--- src/rtl/mem_bus_interface.sv ---
// mem_bus_interface: owns MAR/MDR and converts control-unit strobes into
// handshaked RAM transactions with wait-state support, a stall back to the
// control unit, and a sticky timeout error.
module mem_bus_interface #(
    parameter int ADDR_WIDTH = 9,
    parameter int DATA_WIDTH = 32,
    parameter int TIMEOUT    = 16
) (
    input  logic                  Clock,
    input  logic                  Reset,
    input  logic [DATA_WIDTH-1:0] BusMuxOut,
    input  logic                  MARin,
    input  logic                  MDRin,
    input  logic                  MDRread,
    input  logic                  RAMwrite,
    output logic [ADDR_WIDTH-1:0] MAR_q,
    output logic [DATA_WIDTH-1:0] MDR_q,
    output logic                  Stall,
    output logic                  bus_error,
    output logic                  mem_req,
    output logic                  mem_we,
    output logic [ADDR_WIDTH-1:0] mem_addr,
    output logic [DATA_WIDTH-1:0] mem_wdata,
    input  logic [DATA_WIDTH-1:0] mem_rdata,
    input  logic                  mem_ack
);

    // Counter only has to reach TIMEOUT-1, so log2 bits are enough.
    localparam int CW = (TIMEOUT > 2) ? $clog2(TIMEOUT) : 1;
    localparam logic [CW-1:0] CNT_LAST = CW'(TIMEOUT - 1);

    typedef enum logic [1:0] {
        IDLE = 2'd0,
        RD   = 2'd1,
        WR   = 2'd2
    } state_e;

    state_e        state_q;
    logic [CW-1:0] cnt_q;
    logic          rd_prev_q;
    logic          wr_prev_q;

    logic rd_lvl;
    logic rd_start;
    logic wr_start;
    logic mdr_bus_load;

    // Rising-edge detection so a held strobe launches only one access.
    assign rd_lvl       = MDRin & MDRread;
    assign rd_start     = rd_lvl & ~rd_prev_q;
    assign wr_start     = RAMwrite & ~wr_prev_q;
    assign mdr_bus_load = MDRin & ~MDRread;

    // Control unit must hold while any access is outstanding.
    assign Stall = (state_q != IDLE);

    // Single FSM: MAR/MDR registers, request outputs, timeout and error flag.
    always_ff @(posedge Clock) begin
        if (Reset) begin
            state_q   <= IDLE;
            cnt_q     <= '0;
            rd_prev_q <= 1'b0;
            wr_prev_q <= 1'b0;
            MAR_q     <= '0;
            MDR_q     <= '0;
            bus_error <= 1'b0;
            mem_req   <= 1'b0;
            mem_we    <= 1'b0;
            mem_addr  <= '0;
            mem_wdata <= '0;
        end else begin
            // Edge-detect history tracks the strobes in every state, so a
            // start dropped while busy is not replayed later.
            rd_prev_q <= rd_lvl;
            wr_prev_q <= RAMwrite;

            // MAR is free to change mid-access; mem_addr holds the latched copy.
            if (MARin) begin
                MAR_q <= BusMuxOut[ADDR_WIDTH-1:0];
            end

            case (state_q)
                IDLE: begin
                    // Read has priority when both strobes rise together.
                    if (rd_start) begin
                        state_q  <= RD;
                        mem_req  <= 1'b1;
                        mem_we   <= 1'b0;
                        mem_addr <= MAR_q;
                        cnt_q    <= '0;
                    end else if (wr_start) begin
                        state_q   <= WR;
                        mem_req   <= 1'b1;
                        mem_we    <= 1'b1;
                        mem_addr  <= MAR_q;
                        mem_wdata <= MDR_q;
                        cnt_q     <= '0;
                    end
                    // Plain bus load of MDR; not a memory access.
                    if (mdr_bus_load) begin
                        MDR_q <= BusMuxOut;
                    end
                end

                RD: begin
                    if (mem_ack) begin
                        MDR_q   <= mem_rdata;
                        mem_req <= 1'b0;
                        state_q <= IDLE;
                    end else if (cnt_q == CNT_LAST) begin
                        mem_req   <= 1'b0;
                        bus_error <= 1'b1;
                        state_q   <= IDLE;
                    end else begin
                        cnt_q <= cnt_q + 1'b1;
                    end
                end

                WR: begin
                    if (mem_ack) begin
                        mem_req <= 1'b0;
                        state_q <= IDLE;
                    end else if (cnt_q == CNT_LAST) begin
                        mem_req   <= 1'b0;
                        bus_error <= 1'b1;
                        state_q   <= IDLE;
                    end else begin
                        cnt_q <= cnt_q + 1'b1;
                    end
                end

                default: begin
                    mem_req <= 1'b0;
                    state_q <= IDLE;
                end
            endcase
        end
    end

endmodule

--- config.mk ---
export PLATFORM = sky130hd
export DESIGN_NAME = mem_bus_interface
export DESIGN_NICKNAME = d
export VERILOG_FILES = /design/src/rtl/mem_bus_interface.sv
export SDC_FILE = /design/constraint.sdc
export NUM_CORES = 1
export LEC_CHECK = 0
export BUFFER_PORTS_ARGS = -buffer_cell sky130_fd_sc_hd__buf_2
export CAP_MARGIN = 30
export CORE_MARGIN = 2
export CORE_UTILIZATION = 48
export DETAILED_ROUTE_END_ITERATION = 16
export PLACE_DENSITY = 0.81
export SKIP_CTS_REPAIR_TIMING = 1
export SYNTH_ARGS = -nofsm -noshare
export SYNTH_HDL_FRONTEND = slang
export SYNTH_SLANG_ARGS = --single-unit
--- constraint.sdc ---
create_clock -name Clock -period 1.9 [get_ports Clock]
set_clock_uncertainty 0.1 [all_clocks]
set_input_delay 0.38 -clock Clock [delete_from_list [all_inputs] [get_ports Clock]]
set_output_delay 0.38 -clock Clock [all_outputs]
set_load 0.005 [all_outputs]
==> results of run 1 <==
layout by cell type, fill, tap and decap left out, types with 2 or more instances in the layout:
| cell | netlist | layout |
|---|---|---|
| buf_2 | 8 | 155 |
| dfxtp_1 | 93 | 93 |
| nand2_1 | 67 | 67 |
| nor2_1 | 55 | 55 |
| mux2i_1 | 51 | 51 |
| a21oi_1 | 38 | 38 |
| a211oi_2 | 28 | 28 |
| clkbuf_8 | 0 | 10 |
| buf_4 | 4 | 10 |
| o21ai_0 | 6 | 5 |
| inv_1 | 5 | 4 |
| a211oi_1 | 4 | 4 |
| buf_12 | 0 | 4 |
| nand3_1 | 3 | 3 |
| nand2b_1 | 3 | 3 |
| clkinv_2 | 0 | 3 |
| or3_1 | 2 | 2 |
| a31oi_1 | 2 | 2 |
| a311oi_1 | 2 | 2 |
| ha_2 | 0 | 2 |
kinds of logic (layout without fill, tap and decap cells):
kind of cell               count (synthesis)  in the layout
adders and majority gates                  3              3
and+or+nand+nor                          140            140
buffers and inverters                     34            190
AOI/OAI and AO/OA                         83             83
DFF                                       93             93
muxes                                     51             51
final cells by class:
class                           count  area, um^2  area share (%)
Inverter                            5        18.8           0.379
Sequential cell                    93        1860            37.6
Tap cell                          102         128            2.58
Clock inverter                      6        61.3            1.24
Timing Repair Buffer              169         931            18.8
Clock buffer                       10         138            2.78
Multi-Input combinational cell    277        1810            36.6
power breakdown:
| group | internal, uW | switching [uW] |
|---|---|---|
| clock network | 642 | 675 |
| registers | 2120 | 114 |
| logic | 452 | 532 |
| total | 3210 | 1320 |
through the flow:
| stage | cell area (um^2) | setup TNS (ps) | util, % | setup WS [ps] | instances |
|---|---|---|---|---|---|
| after floorplan | 3840 | 0 | - | 186 | 404 |
| after global placement | 4750 | 0 | 61.4 | 199 | 646 |
| after detailed placement | 4750 | 0 | 61.4 | 122 | 646 |
| after CTS | 4950 | -0.602 | 64.0 | -0.602 | 662 |
| after global routing | 4950 | 0 | 64.0 | 27.5 | 662 |
| final | 4950 | 0 | 64.0 | 101 | 662 |
registers in the layout, summed over array words and instances (netlist names):
register / flops
MAR_q: 9
MDR_q: 32
bus_error: 1
cnt_q: 4
mem_addr: 9
mem_req: 1
mem_wdata: 32
mem_we: 1
rd_prev_q: 1
state_q: 2
wr_prev_q: 1
layer usage:
layer	global-route usage [%]	vias up
li1	-	1687
met1	24.2	1550
met2	38.5	120
met3	5.56	15
met4	7.35	0
met5	0	-
synthesized netlist by cell type, drive strengths merged:
master and n:
or2 1, nand4b 1, nor2b 1, nor2 55
buf 17, and2b 1, a311oi 2, ha 3
o21ai 6, a211oi 32, and3 2, nand3 3
dfxtp 93, nand3b 1, nand2 67, inv 5
or3 2, or2b 1, a21oi 39, clkbuf 12
o31a 1, nor3 1, a31oi 2, o22a 1
and3b 1, mux2i 51, nand2b 3
worst max-delay path by stage:
stage / endpoint / slack (ps) / cells after the start
after global placement: cnt_q[3] / 200 / 6
after CTS: Stall / -0.6 / 4
final: cnt_q[3] / 100 / 6
after global routing: cnt_q[3] / 30 / 6
after floorplan: cnt_q[3] / 190 / 6
after detailed placement: cnt_q[2] / 120 / 6
worst reg2reg max path: stages, from the launching register on:
cell and delay, ps:
dfxtp_1 370, inv_1 60, ha_2 320, nand2b_1 80, or2_4 260, o31a_1 300, a311oi_1 230
==> results.py, run 1 <==
metrics = {
    "worst_setup_path": {
        "criticalPathCategory": "reg2reg",
        "crit_buf_inv": 1,
        "rr_endpoint": "cnt_q[3]",
        "endpoint_kind": "flip-flop",
        "crit_family": "compound AO/OA/AOI/OAI gates",
        "arrival_ps": 1960,
        "reg2regPathDepth": 6,
        "critPathMaxStageDelay_ps": 370,
        "crit-reg2reg-launch": "state_q[0]",
        "path_max_fanout": 5,
        "critPathRequiredTime_ps": 2060,
        "startpoint": "state_q[0]",
        "path_cells": "inv_1, ha_2, nand2b_1, or2_4, o31a_1, a311oi_1",
        "slowest_stage": "dfxtp_1",
        "r2r_slack_ps": 100,
        "cp-start-kind": "flip-flop",
    },
    "clocking": {
        "cts_tree": "built",
        "htree_levels": 3,
        "cts.clk_slew.worst_paths_ps": 90,
        "cts_num_sinks": 93,
        "ctsLongestPathBuffers": 2,
        "cts_buffers": 9,
        "clk_root_buffer_cell": "clkbuf_8",
        "insertion_delay_ps": 350,
    },
    "layout": {
        "diodes": 0,
        "num-fill-cells": 648,
        "area_growth_syn_to_layout_pct": 28.8,
        "layout-drive-gt1-share_pct": 39.3,
        "layout.nets": 629,
    },
    "timing": {
        "rsz0062_at_grt": "no",
        "fmax_ghz": 0.556,
        "fin_crit_sh_pct": 94.7,
        "drv_slew": 0,
        "tightest_slew_ps": 388,
        "fin_crit_ps": 1800,
        "setup_viol": 0,
        "slew-limit-headroom_pct": 74.1,
        "hold_viol": 0,
        "whs_ps": 158,
    },
    "logic_synthesis": {
        "yosysTopAreaCellShare_pct": 48.5,
        "synth.cell_area_mm2": 0.00384,
        "yosysTopAreaCell": "dfxtp_1",
        "synth_nets": 478,
        "yosysSeqAreaShare_pct": 48.5,
        "postSynthCellCount": 404,
        "synthAdderAreaFrac_pct": 0.977,
        "syn_area_per_cell_um2": 9.51,
        "synth-xor-area-share_pct": 0,
        "synth-simple-area-share_pct": 15.4,
        "synth-compound-area-share_pct": 17.3,
        "ys_seq_elements": 93,
        "synthDistinctLibCells": 33,
        "ys_warn_count": 0,
        "synth_top_family_by_area": "compound AO/OA/AOI/OAI gates",
        "synthMuxAreaShare_pct": 13.3,
        "synth.area.top_cells": "dfxtp_1, mux2i_1, a211oi_2",
    },
    "routing": {
        "dr_wl_met2_mm": 4.57,
        "initialDrtViolationCount": 76,
        "wl_met1_mm": 3.84,
        "wl_per_cell_um": 14.0,
        "wl_mm": 9.27,
        "avgViaCountPerCell": 5.09,
        "drc": 0,
        "drt_pre_antenna_iters": 4,
        "top_layer": "met4",
        "wl_met3_um": 719,
        "num_vias": 3372,
        "ant_nets": 0,
    },
    "run": {
        "max_cap_viol_count": 0,
    },
    "min_path": {
        "hold_start": "RAMwrite",
        "hold_class": "in2reg",
        "holdPathStages": 2,
        "hold_end": "wr_prev_q",
    },
    "power_and_ir_drop": {
        "power_uw": 4530,
        "leakagePower_uw": 0.00221,
        "p_per_area_mw_per_mm2": 916,
        "vdd_ir_drop_max_uv": 496,
    },
    "global_route": {
        "antenna_found_initial": 0,
        "grt_use_total_pct": 21.3,
        "grt_pass1_vias": 3212,
        "grt_pass1_wl_mm": 14.7,
        "grt_max_degree": 39,
        "overflow": 0,
    },
    "floorplan": {
        "io_pins": 157,
        "die-width_um": 93.5,
        "dieHeight_um": 93.5,
        "dieArea_mm2": 0.00874,
        "initial_core_util_pct": 49.7,
        "rows": 32,
        "core_mm2": 0.00773,
    },
    "place": {
        "io_buffers": 156,
        "gp_congestion": 0.896,
        "dpl.hpwl_mm": 6.84,
    },
    "outcome": {
        "status": "finished clean",
    },
}
No activity file was read; power rests on OpenSTA's default activity.
==> inputs of run 2 (changes only) <==
ABC_AREA = 0   (was default)
PLACE_DENSITY = 0.86   (was 0.81)
SLEW_MARGIN = 5   (was default)
==> run 2 against run 1 <==
  * Clock-buffer cell count is 1 higher
  * Worst setup slack got worse by 6.9 ps
  * Final cell count decreased by 0.30%
  * Global-route usage increased by 0.40 points
  * Largest cell class unchanged
  * Highest routed layer unchanged
==> results.py, run 2 (synthesized netlist as in run 1, its figures left out) <==
metrics = {
    "global_route": {
        "antenna_found_initial": 0,
        "overflow": 0,
        "grt_pass1_wl_mm": 15.3,
        "grt_use_total_pct": 21.7,
        "grt_max_degree": 42,
        "grt_pass1_vias": 3361,
    },
    "routing": {
        "initialDrtViolationCount": 153,
        "wl_mm": 9.46,
        "drc": 0,
        "drt_pre_antenna_iters": 4,
        "num_vias": 3402,
        "wl_per_cell_um": 14.3,
        "ant_nets": 0,
        "avgViaCountPerCell": 5.15,
    },
    "timing": {
        "rsz0062_at_grt": "no",
        "fmax_ghz": 0.554,
        "fin_crit_ps": 1810,
        "slew-limit-headroom_pct": 74.9,
        "whs_ps": 170,
        "setup_viol": 0,
        "tightest_slew_ps": 377,
        "fin_tns_setup_ps": 0,
        "fin_crit_sh_pct": 95.0,
        "hold_viol": 0,
        "drv_slew": 0,
    },
    "power_and_ir_drop": {
        "clockPowerShare_pct": 29.1,
        "p_per_area_mw_per_mm2": 918,
        "pwr-share-seq_pct": 49.1,
        "netSwitchingFraction_pct": 29.2,
        "vdd_ir_drop_max_uv": 473,
        "pwr-share-comb_pct": 21.8,
        "p_int_uw": 3220,
        "leakagePower_uw": 0.00220,
        "switching_power_uw": 1330,
    },
    "worst_setup_path": {
        "arrival_ps": 1960,
        "cp-start-kind": "flip-flop",
        "path_max_fanout": 5,
        "criticalPathCategory": "reg2reg",
        "critPathRequiredTime_ps": 2060,
        "endpoint_kind": "flip-flop",
    },
    "floorplan": {
        "dieHeight_um": 93.5,
        "io_pins": 157,
        "dieArea_mm2": 0.00874,
        "die-width_um": 93.5,
        "core_mm2": 0.00773,
        "rows": 32,
        "initial_core_util_pct": 49.7,
    },
    "clocking": {
        "cts.clk_slew.worst_paths_ps": 90,
        "cts_tree": "built",
        "clk_root_buffer_cell": "clkbuf_8",
        "cts_buffers": 9,
        "cts_num_sinks": 93,
        "htree_levels": 3,
        "ctsLongestPathBuffers": 2,
        "insertion_delay_ps": 340,
    },
    "min_path": {
        "hold_class": "in2reg",
    },
    "place": {
        "gp_congestion": 0.833,
        "dpl.hpwl_mm": 7.00,
        "placed_area_mm2": 0.00474,
        "io_buffers": 156,
    },
    "layout": {
        "stdcell_area_mm2": 0.00495,
        "mostFrequentLayoutCells": "buf_2, dfxtp_1, nand2_1, nor2_1, mux2i_1",
        "biggestRegsByFlops": "MDR_q (32), mem_wdata (32)",
        "area_growth_syn_to_layout_pct": 28.8,
        "diodes": 0,
        "layout-drive-gt1-share_pct": 38.7,
        "layout.nets": 627,
        "final_common_cell": "buf_2",
    },
    "outcome": {
        "status": "finished clean",
    },
    "run": {
        "max_cap_viol_count": 0,
    },
}
run 2: cell types whose count changed in the layout (fill, tap and decap cells not counted), sizes merged:
cell / previous run / this run
buf: 169 / 167
clkbuf: 10 / 11
inv: 6 / 5
run 2: critical path, cell delays in order (launching register included):
cell      delay (ps)
dfxtp_1          370
inv_1             60
ha_2             320
nand2b_1          90
or2_4            260
o31a_1           300
a311oi_1         230
run 2: metrics by stage:
step | power (uW) | utilization (%) | instances | setup WS (ps)
after floorplan | 2880 | - | 404 | 186
after global placement | 3220 | 61.4 | 644 | 211
after detailed placement | 3270 | 61.4 | 644 | 95.3
after CTS | 4580 | 64.0 | 660 | 24.9
after global routing | 4760 | 64.0 | 660 | 14.3
final | 4540 | 64.0 | 660 | 94.5
run 2: power by group through the flow:
stage                     logic [uW]  clock network (uW)  registers, uW
after floorplan                  604                   0           2280
after detailed placement        1000                   0           2270
after CTS                       1000                1340           2230
final                            993                1320           2230
after global placement           955                   0           2270
after global routing            1090                1420           2250
run 2: path summary, 6_finish.rpt:
kind | to | startpoint | cells after the start | slack (ps)
worst max-delay path | cnt_q[3] | state_q[0] | 6 | 90
worst min-delay path | rd_prev_q | MDRread | 3 | 170
worst max register to register | cnt_q[3] | state_q[0] | 6 | 90
worst min register to register | mem_wdata[31] | mem_wdata[31] | 2 | 360
run 2: metal layers:
metal,vias up,track usage [%],part of all wire (%)
li1,1683,-,-
met1,1589,26.0,42
met2,121,38.1,50
met3,9,6.20,7.6
met4,0,5.76,0.87
met5,-,0,0
run 2: layout make-up:
type | count | area, um^2
Tap cell | 102 | 128
Clock buffer | 11 | 141
Sequential cell | 93 | 1860
Multi-Input combinational cell | 277 | 1810
Clock inverter | 5 | 60.1
Fill cell | 645 | 2780
Inverter | 5 | 18.8
Timing Repair Buffer | 167 | 928
